===== config.mk =====
export PLATFORM = sky130hd
export DESIGN_NAME = icache_dm_flat
export DESIGN_NICKNAME = d
export VERILOG_FILES = /design/src/rtl/icache_if.sv /design/src/rtl/icache_dm.sv /design/src/flat_wrapper.sv
export SDC_FILE = /design/constraint.sdc
export NUM_CORES = 2
export LEC_CHECK = 0
export ABC_CLOCK_PERIOD_IN_PS = 31800
export BUFFER_PORTS_ARGS = -buffer_cell sky130_fd_sc_hd__buf_4
export CAP_MARGIN = 30
export CORE_ASPECT_RATIO = 2
export CORE_MARGIN = 2
export CORE_UTILIZATION = 55
export CTS_CLUSTER_DIAMETER = 40
export CTS_CLUSTER_SIZE = 28
export DETAILED_ROUTE_END_ITERATION = 10
export PLACE_DENSITY = 0.71
export SLEW_MARGIN = 10
export SYNTH_ARGS = -nofsm -noshare
export SYNTH_HDL_FRONTEND = slang
export SYNTH_SLANG_ARGS = --single-unit

===== constraint.sdc =====
create_clock -name clk -period 31.8 [get_ports clk]
set_input_delay 6.36 -clock clk [delete_from_list [all_inputs] [get_ports clk]]
set_output_delay 6.36 -clock clk [all_outputs]
set_load 0.01 [all_outputs]

===== src/rtl/icache_if.sv =====
// CPU fetch channel, memory burst-read channel and perf counters of icache_dm.
// slave: the cache side; master: the CPU/memory environment side.
interface icache_if;
  logic        from_cpu_inst_req_valid;
  logic [31:0] from_cpu_inst_req_addr;
  logic        to_cpu_inst_req_ready;
  logic        to_cpu_cache_rsp_valid;
  logic [31:0] to_cpu_cache_rsp_data;
  logic        from_cpu_cache_rsp_ready;
  logic        to_mem_rd_req_valid;
  logic [31:0] to_mem_rd_req_addr;
  logic        from_mem_rd_req_ready;
  logic        from_mem_rd_rsp_valid;
  logic [31:0] from_mem_rd_rsp_data;
  logic        from_mem_rd_rsp_last;
  logic        to_mem_rd_rsp_ready;
  logic [31:0] hit_cnt;
  logic [31:0] miss_cnt;

  modport slave (
    input  from_cpu_inst_req_valid,
    input  from_cpu_inst_req_addr,
    output to_cpu_inst_req_ready,
    output to_cpu_cache_rsp_valid,
    output to_cpu_cache_rsp_data,
    input  from_cpu_cache_rsp_ready,
    output to_mem_rd_req_valid,
    output to_mem_rd_req_addr,
    input  from_mem_rd_req_ready,
    input  from_mem_rd_rsp_valid,
    input  from_mem_rd_rsp_data,
    input  from_mem_rd_rsp_last,
    output to_mem_rd_rsp_ready,
    output hit_cnt,
    output miss_cnt
  );

  modport master (
    output from_cpu_inst_req_valid,
    output from_cpu_inst_req_addr,
    input  to_cpu_inst_req_ready,
    input  to_cpu_cache_rsp_valid,
    input  to_cpu_cache_rsp_data,
    output from_cpu_cache_rsp_ready,
    input  to_mem_rd_req_valid,
    input  to_mem_rd_req_addr,
    output from_mem_rd_req_ready,
    output from_mem_rd_rsp_valid,
    output from_mem_rd_rsp_data,
    output from_mem_rd_rsp_last,
    input  to_mem_rd_rsp_ready,
    input  hit_cnt,
    input  miss_cnt
  );
endinterface


===== src/rtl/icache_dm.sv =====
// Direct-mapped read-only I-cache, one fetch in flight, burst line refill.
// Ports: clk, rst (sync, active-high), bus (icache_if.slave).
module icache_dm #(
  parameter int SETS  = 8,
  parameter int WORDS = 8
) (
  input  logic    clk,
  input  logic    rst,
  icache_if.slave bus
);
  localparam int IDX   = $clog2(SETS);
  localparam int WB    = $clog2(WORDS);
  localparam int OFF   = WB + 2;
  localparam int TAG_W = 32 - IDX - OFF;
  localparam int CW    = WB + 1;
  localparam logic [CW-1:0] CMAX = CW'(WORDS);

  typedef enum logic [5:0] {
    WAIT   = 6'b000001,
    TAG_RD = 6'b000010,
    MEM_RD = 6'b000100,
    RECV   = 6'b001000,
    REFILL = 6'b010000,
    RESP   = 6'b100000
  } state_e;

  state_e           state_q, state_d;
  logic [31:0]      addr_q, addr_d;
  logic [CW-1:0]    cnt_q, cnt_d;
  logic [31:0]      rdata_q, rdata_d;
  logic [31:0]      hit_cnt_q, hit_cnt_d;
  logic [31:0]      miss_cnt_q, miss_cnt_d;
  logic [SETS-1:0]  valid_q, valid_d;
  logic [31:0]      buf_q [WORDS];
  logic [31:0]      buf_d [WORDS];
  logic [TAG_W-1:0] tag_q [SETS];
  logic [31:0]      data_q [SETS][WORDS];
  logic             line_we;

  logic [TAG_W-1:0] tag;
  logic [IDX-1:0]   idx;
  logic [WB-1:0]    word;
  logic             hit;
  logic             unused_addr;

  assign tag         = addr_q[31 -: TAG_W];
  assign idx         = addr_q[OFF +: IDX];
  assign word        = addr_q[2 +: WB];
  assign hit         = valid_q[idx] && (tag_q[idx] == tag);
  assign unused_addr = ^addr_q[1:0];

  assign bus.to_cpu_inst_req_ready  = (state_q == WAIT);
  assign bus.to_cpu_cache_rsp_valid = (state_q == RESP);
  assign bus.to_cpu_cache_rsp_data  = rdata_q;
  assign bus.to_mem_rd_req_valid    = (state_q == MEM_RD);
  assign bus.to_mem_rd_req_addr     = {addr_q[31:OFF], {OFF{1'b0}}};
  assign bus.to_mem_rd_rsp_ready    = (state_q == RECV);
  assign bus.hit_cnt                = hit_cnt_q;
  assign bus.miss_cnt               = miss_cnt_q;

  always_comb begin
    state_d    = state_q;
    addr_d     = addr_q;
    cnt_d      = cnt_q;
    rdata_d    = rdata_q;
    hit_cnt_d  = hit_cnt_q;
    miss_cnt_d = miss_cnt_q;
    valid_d    = valid_q;
    buf_d      = buf_q;
    line_we    = 1'b0;
    unique case (state_q)
      WAIT: begin
        if (bus.from_cpu_inst_req_valid) begin
          addr_d  = bus.from_cpu_inst_req_addr;
          state_d = TAG_RD;
        end
      end
      TAG_RD: begin
        if (hit) begin
          rdata_d   = data_q[idx][word];
          hit_cnt_d = hit_cnt_q + 32'd1;
          state_d   = RESP;
        end else begin
          miss_cnt_d = miss_cnt_q + 32'd1;
          state_d    = MEM_RD;
        end
      end
      MEM_RD: begin
        if (bus.from_mem_rd_req_ready) state_d = RECV;
      end
      RECV: begin
        if (bus.from_mem_rd_rsp_valid) begin
          // counter saturates at WORDS; surplus beats dropped
          if (cnt_q < CMAX) begin
            buf_d[cnt_q[WB-1:0]] = bus.from_mem_rd_rsp_data;
            cnt_d = cnt_q + 1'b1;
          end
          if (bus.from_mem_rd_rsp_last) state_d = REFILL;
        end
      end
      REFILL: begin
        line_we      = 1'b1;
        valid_d[idx] = 1'b1;
        rdata_d      = buf_q[word];
        state_d      = RESP;
      end
      RESP: begin
        if (bus.from_cpu_cache_rsp_ready) begin
          cnt_d   = '0;
          state_d = WAIT;
        end
      end
      default: state_d = WAIT;
    endcase
  end

  always_ff @(posedge clk) begin
    if (rst) begin
      state_q    <= WAIT;
      addr_q     <= '0;
      cnt_q      <= '0;
      rdata_q    <= '0;
      hit_cnt_q  <= '0;
      miss_cnt_q <= '0;
      valid_q    <= '0;
    end else begin
      state_q    <= state_d;
      addr_q     <= addr_d;
      cnt_q      <= cnt_d;
      rdata_q    <= rdata_d;
      hit_cnt_q  <= hit_cnt_d;
      miss_cnt_q <= miss_cnt_d;
      valid_q    <= valid_d;
    end
  end

  // line storage carries no reset; valid_q gates it
  always_ff @(posedge clk) begin
    buf_q <= buf_d;
    if (line_we && !rst) begin
      tag_q[idx]  <= tag;
      data_q[idx] <= buf_q;
    end
  end
endmodule


===== src/flat_wrapper.sv =====
// flat-port wrapper written by rule: the top's interface ports become plain ports
module icache_dm_flat 
#(
  parameter int SETS  = 8,
  parameter int WORDS = 8
)
  (clk, rst, bus_from_cpu_inst_req_valid, bus_from_cpu_inst_req_addr, bus_to_cpu_inst_req_ready, bus_to_cpu_cache_rsp_valid, bus_to_cpu_cache_rsp_data, bus_from_cpu_cache_rsp_ready, bus_to_mem_rd_req_valid, bus_to_mem_rd_req_addr, bus_from_mem_rd_req_ready, bus_from_mem_rd_rsp_valid, bus_from_mem_rd_rsp_data, bus_from_mem_rd_rsp_last, bus_to_mem_rd_rsp_ready, bus_hit_cnt, bus_miss_cnt);
  icache_if bus_i ();
  input  logic clk;
  input  logic rst;
  input wire logic [$bits(bus_i.from_cpu_inst_req_valid)-1:0] bus_from_cpu_inst_req_valid;
  input wire logic [$bits(bus_i.from_cpu_inst_req_addr)-1:0] bus_from_cpu_inst_req_addr;
  output wire logic [$bits(bus_i.to_cpu_inst_req_ready)-1:0] bus_to_cpu_inst_req_ready;
  output wire logic [$bits(bus_i.to_cpu_cache_rsp_valid)-1:0] bus_to_cpu_cache_rsp_valid;
  output wire logic [$bits(bus_i.to_cpu_cache_rsp_data)-1:0] bus_to_cpu_cache_rsp_data;
  input wire logic [$bits(bus_i.from_cpu_cache_rsp_ready)-1:0] bus_from_cpu_cache_rsp_ready;
  output wire logic [$bits(bus_i.to_mem_rd_req_valid)-1:0] bus_to_mem_rd_req_valid;
  output wire logic [$bits(bus_i.to_mem_rd_req_addr)-1:0] bus_to_mem_rd_req_addr;
  input wire logic [$bits(bus_i.from_mem_rd_req_ready)-1:0] bus_from_mem_rd_req_ready;
  input wire logic [$bits(bus_i.from_mem_rd_rsp_valid)-1:0] bus_from_mem_rd_rsp_valid;
  input wire logic [$bits(bus_i.from_mem_rd_rsp_data)-1:0] bus_from_mem_rd_rsp_data;
  input wire logic [$bits(bus_i.from_mem_rd_rsp_last)-1:0] bus_from_mem_rd_rsp_last;
  output wire logic [$bits(bus_i.to_mem_rd_rsp_ready)-1:0] bus_to_mem_rd_rsp_ready;
  output wire logic [$bits(bus_i.hit_cnt)-1:0] bus_hit_cnt;
  output wire logic [$bits(bus_i.miss_cnt)-1:0] bus_miss_cnt;
  assign bus_i.from_cpu_inst_req_valid = bus_from_cpu_inst_req_valid;
  assign bus_i.from_cpu_inst_req_addr = bus_from_cpu_inst_req_addr;
  assign bus_to_cpu_inst_req_ready = bus_i.to_cpu_inst_req_ready;
  assign bus_to_cpu_cache_rsp_valid = bus_i.to_cpu_cache_rsp_valid;
  assign bus_to_cpu_cache_rsp_data = bus_i.to_cpu_cache_rsp_data;
  assign bus_i.from_cpu_cache_rsp_ready = bus_from_cpu_cache_rsp_ready;
  assign bus_to_mem_rd_req_valid = bus_i.to_mem_rd_req_valid;
  assign bus_to_mem_rd_req_addr = bus_i.to_mem_rd_req_addr;
  assign bus_i.from_mem_rd_req_ready = bus_from_mem_rd_req_ready;
  assign bus_i.from_mem_rd_rsp_valid = bus_from_mem_rd_rsp_valid;
  assign bus_i.from_mem_rd_rsp_data = bus_from_mem_rd_rsp_data;
  assign bus_i.from_mem_rd_rsp_last = bus_from_mem_rd_rsp_last;
  assign bus_to_mem_rd_rsp_ready = bus_i.to_mem_rd_rsp_ready;
  assign bus_hit_cnt = bus_i.hit_cnt;
  assign bus_miss_cnt = bus_i.miss_cnt;
  icache_dm #(.SETS(SETS), .WORDS(WORDS)) u_core (.clk(clk), .rst(rst), .bus(bus_i));
endmodule

==> flow_summary.ini <==
[timing]
worst_pin_slew_ns = 1.07
max-slew-margin-rel = 0.276
finalCritPeriodShare = 0.348
rsz0062_at_grt = no
hold_viol_final = 0
slew_viol_final = 0
finalClockSkew_ns = 0.0263
min_period_ns = 11.06
setup_viol = 0
fmax_ghz = 0.0904
tns_ns = 0

[setup_path]
cp.buffers_inverters = 8
end_kind = register
cpMaxStageDelayCell = buf_4
crit_family = buffers and inverters
crit_top_cell = buf_4
cpPeakStageDelay_ns = 0.83
startpoint_type = primary input
reg2reg_setup_slack_ns = 24.89
cp_max_fo = 87
arrival_ns = 11.50
required_ns = 32.23
crit_chain = buf_6 -> inv_2 -> buf_12 -> nand3_1 -> nor2_4 -> buf_16 -> buf_4 -> buf_4 -> buf_12 -> buf_4
reg2reg_depth = 11
r2r-end = u_core.bus.to_cpu_cache_rsp_data[30]
crit_type = primary input to register

[routing]
vias = 47471
wl_mm = 224
drc = 0
wl_per_cell_um = 31.0
firstDrtPassIters = 7
drt_iter0_drc = 5199
via_per_inst = 6.57
ant_nets = 0

[pwr]
p_clk_frac = 0.325
leakagePower_nw = 33.8
powerDensity_nw_per_um2 = 61.3
power.share.sequential = 0.559
p_sw_frac = 0.239
share_comb_of_total_power = 0.116
intPower_w = 0.00519
p_switching_w = 0.00163
vdd_ir_drop_max_uv = 49.3

[clocking]
clk_latency_ns = 0.82
cts_hold_buf = 0
numCtsBuffers = 156
clk_pin_slew_ns = 0.08
cts_resized = 0
cts_tree = built
clk_path_buf_depth = 4
cts_htree_levels = 4
post_cts_buffers = 0
cts_root_buf = clkbuf_16
cts_sinks = 2643

[global_route]
grt_overflow = 0
grt_pass1_wl_mm = 329
antenna_found_initial = 10
grt.total_usage = 0.239
grt_pass1_vias = 49183
grt_max_degree = 128

[final_layout]
final_common_cell = edfxtp_1
fin_cells = 7228
nets = 4820
drive_above_1_share = 0.290
final_cell_mix = edfxtp_1 (2496), mux4_2 (725), buf_4 (283)
areaGrowthSynthToFinish_pct = 9.59

[outcome]
status = finished clean

[floorplanning]
die-area_um2 = 188000
boundaryPins = 203
die_y_um = 612
start_util = 0.552
core-area_um2 = 184000
die_width_um = 308
rows = 223

[synth]
synth_cell_type_count = 69
syn_area_um2 = 102000
yosysWarnings = 0
synth-main-ff-cell = edfxtp_1
synth_enable_flop_cells = 2496
async_flop_share = 0
synth.ff_latch_count = 2643
syn_inst = 4564
syn_avg_cell_area_um2 = 22.3
ys_seq_area_frac = 0.766

[flow_run]
cap_violations = 0

[hold_path]
min_from = u_core.valid_q[6]
worstHoldPathType = register to register
min_path_cells = 1
holdPathEnd = u_core.valid_q[6]

[place]
dp_hpwl_mm = 122
dp_cells = 6946
port_buffers = 195
gp_congestion = 0.761
-- through the flow --
step | hold slack, ns | utilization | power (W) | worst slack (ns) | instance area [um^2]
floorplan | 0.421 | - | 0.00449 | 4.73 | 102000
global placement | 0.428 | 0.574 | 0.00470 | 19.26 | 106000
detailed placement | 0.440 | 0.576 | 0.00471 | 19.91 | 106000
CTS | 0.459 | 0.604 | 0.00688 | 20.76 | 111000
global route | 0.477 | 0.605 | 0.00703 | 20.57 | 111000
finish | 0.459 | 0.605 | 0.00682 | 20.74 | 111000
-- power by group through the flow --
stage / logic, W / registers [W] / clock network, W
4_1_cts: 0.000811 / 0.00382 / 0.00225
3_3_place_gp: 0.000801 / 0.00390 / 0
6_report: 0.000792 / 0.00382 / 0.00221
5_1_grt: 0.000845 / 0.00382 / 0.00236
2_1_floorplan: 0.000624 / 0.00386 / 0
3_5_place_dp: 0.000808 / 0.00390 / 0
-- worst register-to-register path, stage by stage (launching register included) --
cell	delay, ns
dfxtp_4	0.75
buf_4	0.77
buf_4	0.71
buf_4	0.66
buf_4	0.65
buf_12	0.64
mux4_2	0.48
mux4_2	0.51
mux2_2	0.31
o21ai_0	0.80
a21oi_1	0.26
a41o_1	0.28
-- synth_stat cells, types with 37 or more instances --
library cell	instances	area [um^2]
nor2_1	54	203
clkbuf_1	128	480
a21oi_1	93	465
buf_2	77	385
mux2i_1	56	561
dfxtp_1	147	2940
edfxtp_1	2496	75000
buf_4	48	360
nand3_1	43	215
mux4_2	725	16300
nor2b_1	39	244
or4_1	37	278
nand2_1	109	409
mux2_2	49	552
-- area by class of cell --
class	count	area, um^2
diodes	4	10.0
repair buffers	313	2780
multi-input cells	1620	22400
clock inverters	110	1280
well taps	2362	2960
clock buffers	164	4010
flip-flops and latches	2643	77900
inverters	12	45.0
fillers	12522	72800
-- flip-flops by register name, indices dropped and copies added (netlist names), named ones only --
signal and cells:
u_core.state_q 6, u_core.cnt_q 4, u_core.tag_q 192, u_core.buf_q 256
u_core.bus.to_cpu_cache_rsp_data 32, u_core.valid_q 8, u_core.data_q 2048, u_core.bus.hit_cnt 32
u_core.bus.miss_cnt 32, u_core.addr_q 30
-- worst max-delay path by stage --
stage               startpoint               endpoint  depth (start not counted)
finish                     rst   u_core.data_q[7][68]                         10
global route               rst   u_core.data_q[7][61]                         10
CTS                        rst   u_core.data_q[7][36]                         10
detailed placement         rst  u_core.data_q[7][185]                         10
global placement           rst  u_core.data_q[7][153]                          8
floorplan                  rst    u_core.data_q[0][0]                          3
-- layer usage --
metal / routed length, um / GRT usage
met5: 55 / 0
met4: 7040 / 0.0729
met3: 14800 / 0.0340
met2: 117000 / 0.419
met1: 84900 / 0.312
-- logic make-up after synthesis --
logic type               Yosys count  share of synthesized area
buffers and inverters            305                     0.0147
flip-flops                      2643                      0.766
multiplexers                     833                      0.172
other                              1                  0.0000369
XOR/XNOR                          16                    0.00138
adder cells (fa/ha/maj)            3                   0.000369
AO/OA/AOI/OAI                    334                     0.0228
AND/OR/NAND/NOR                  429                     0.0225
Note: power is estimated with default switching activity, not from simulation.
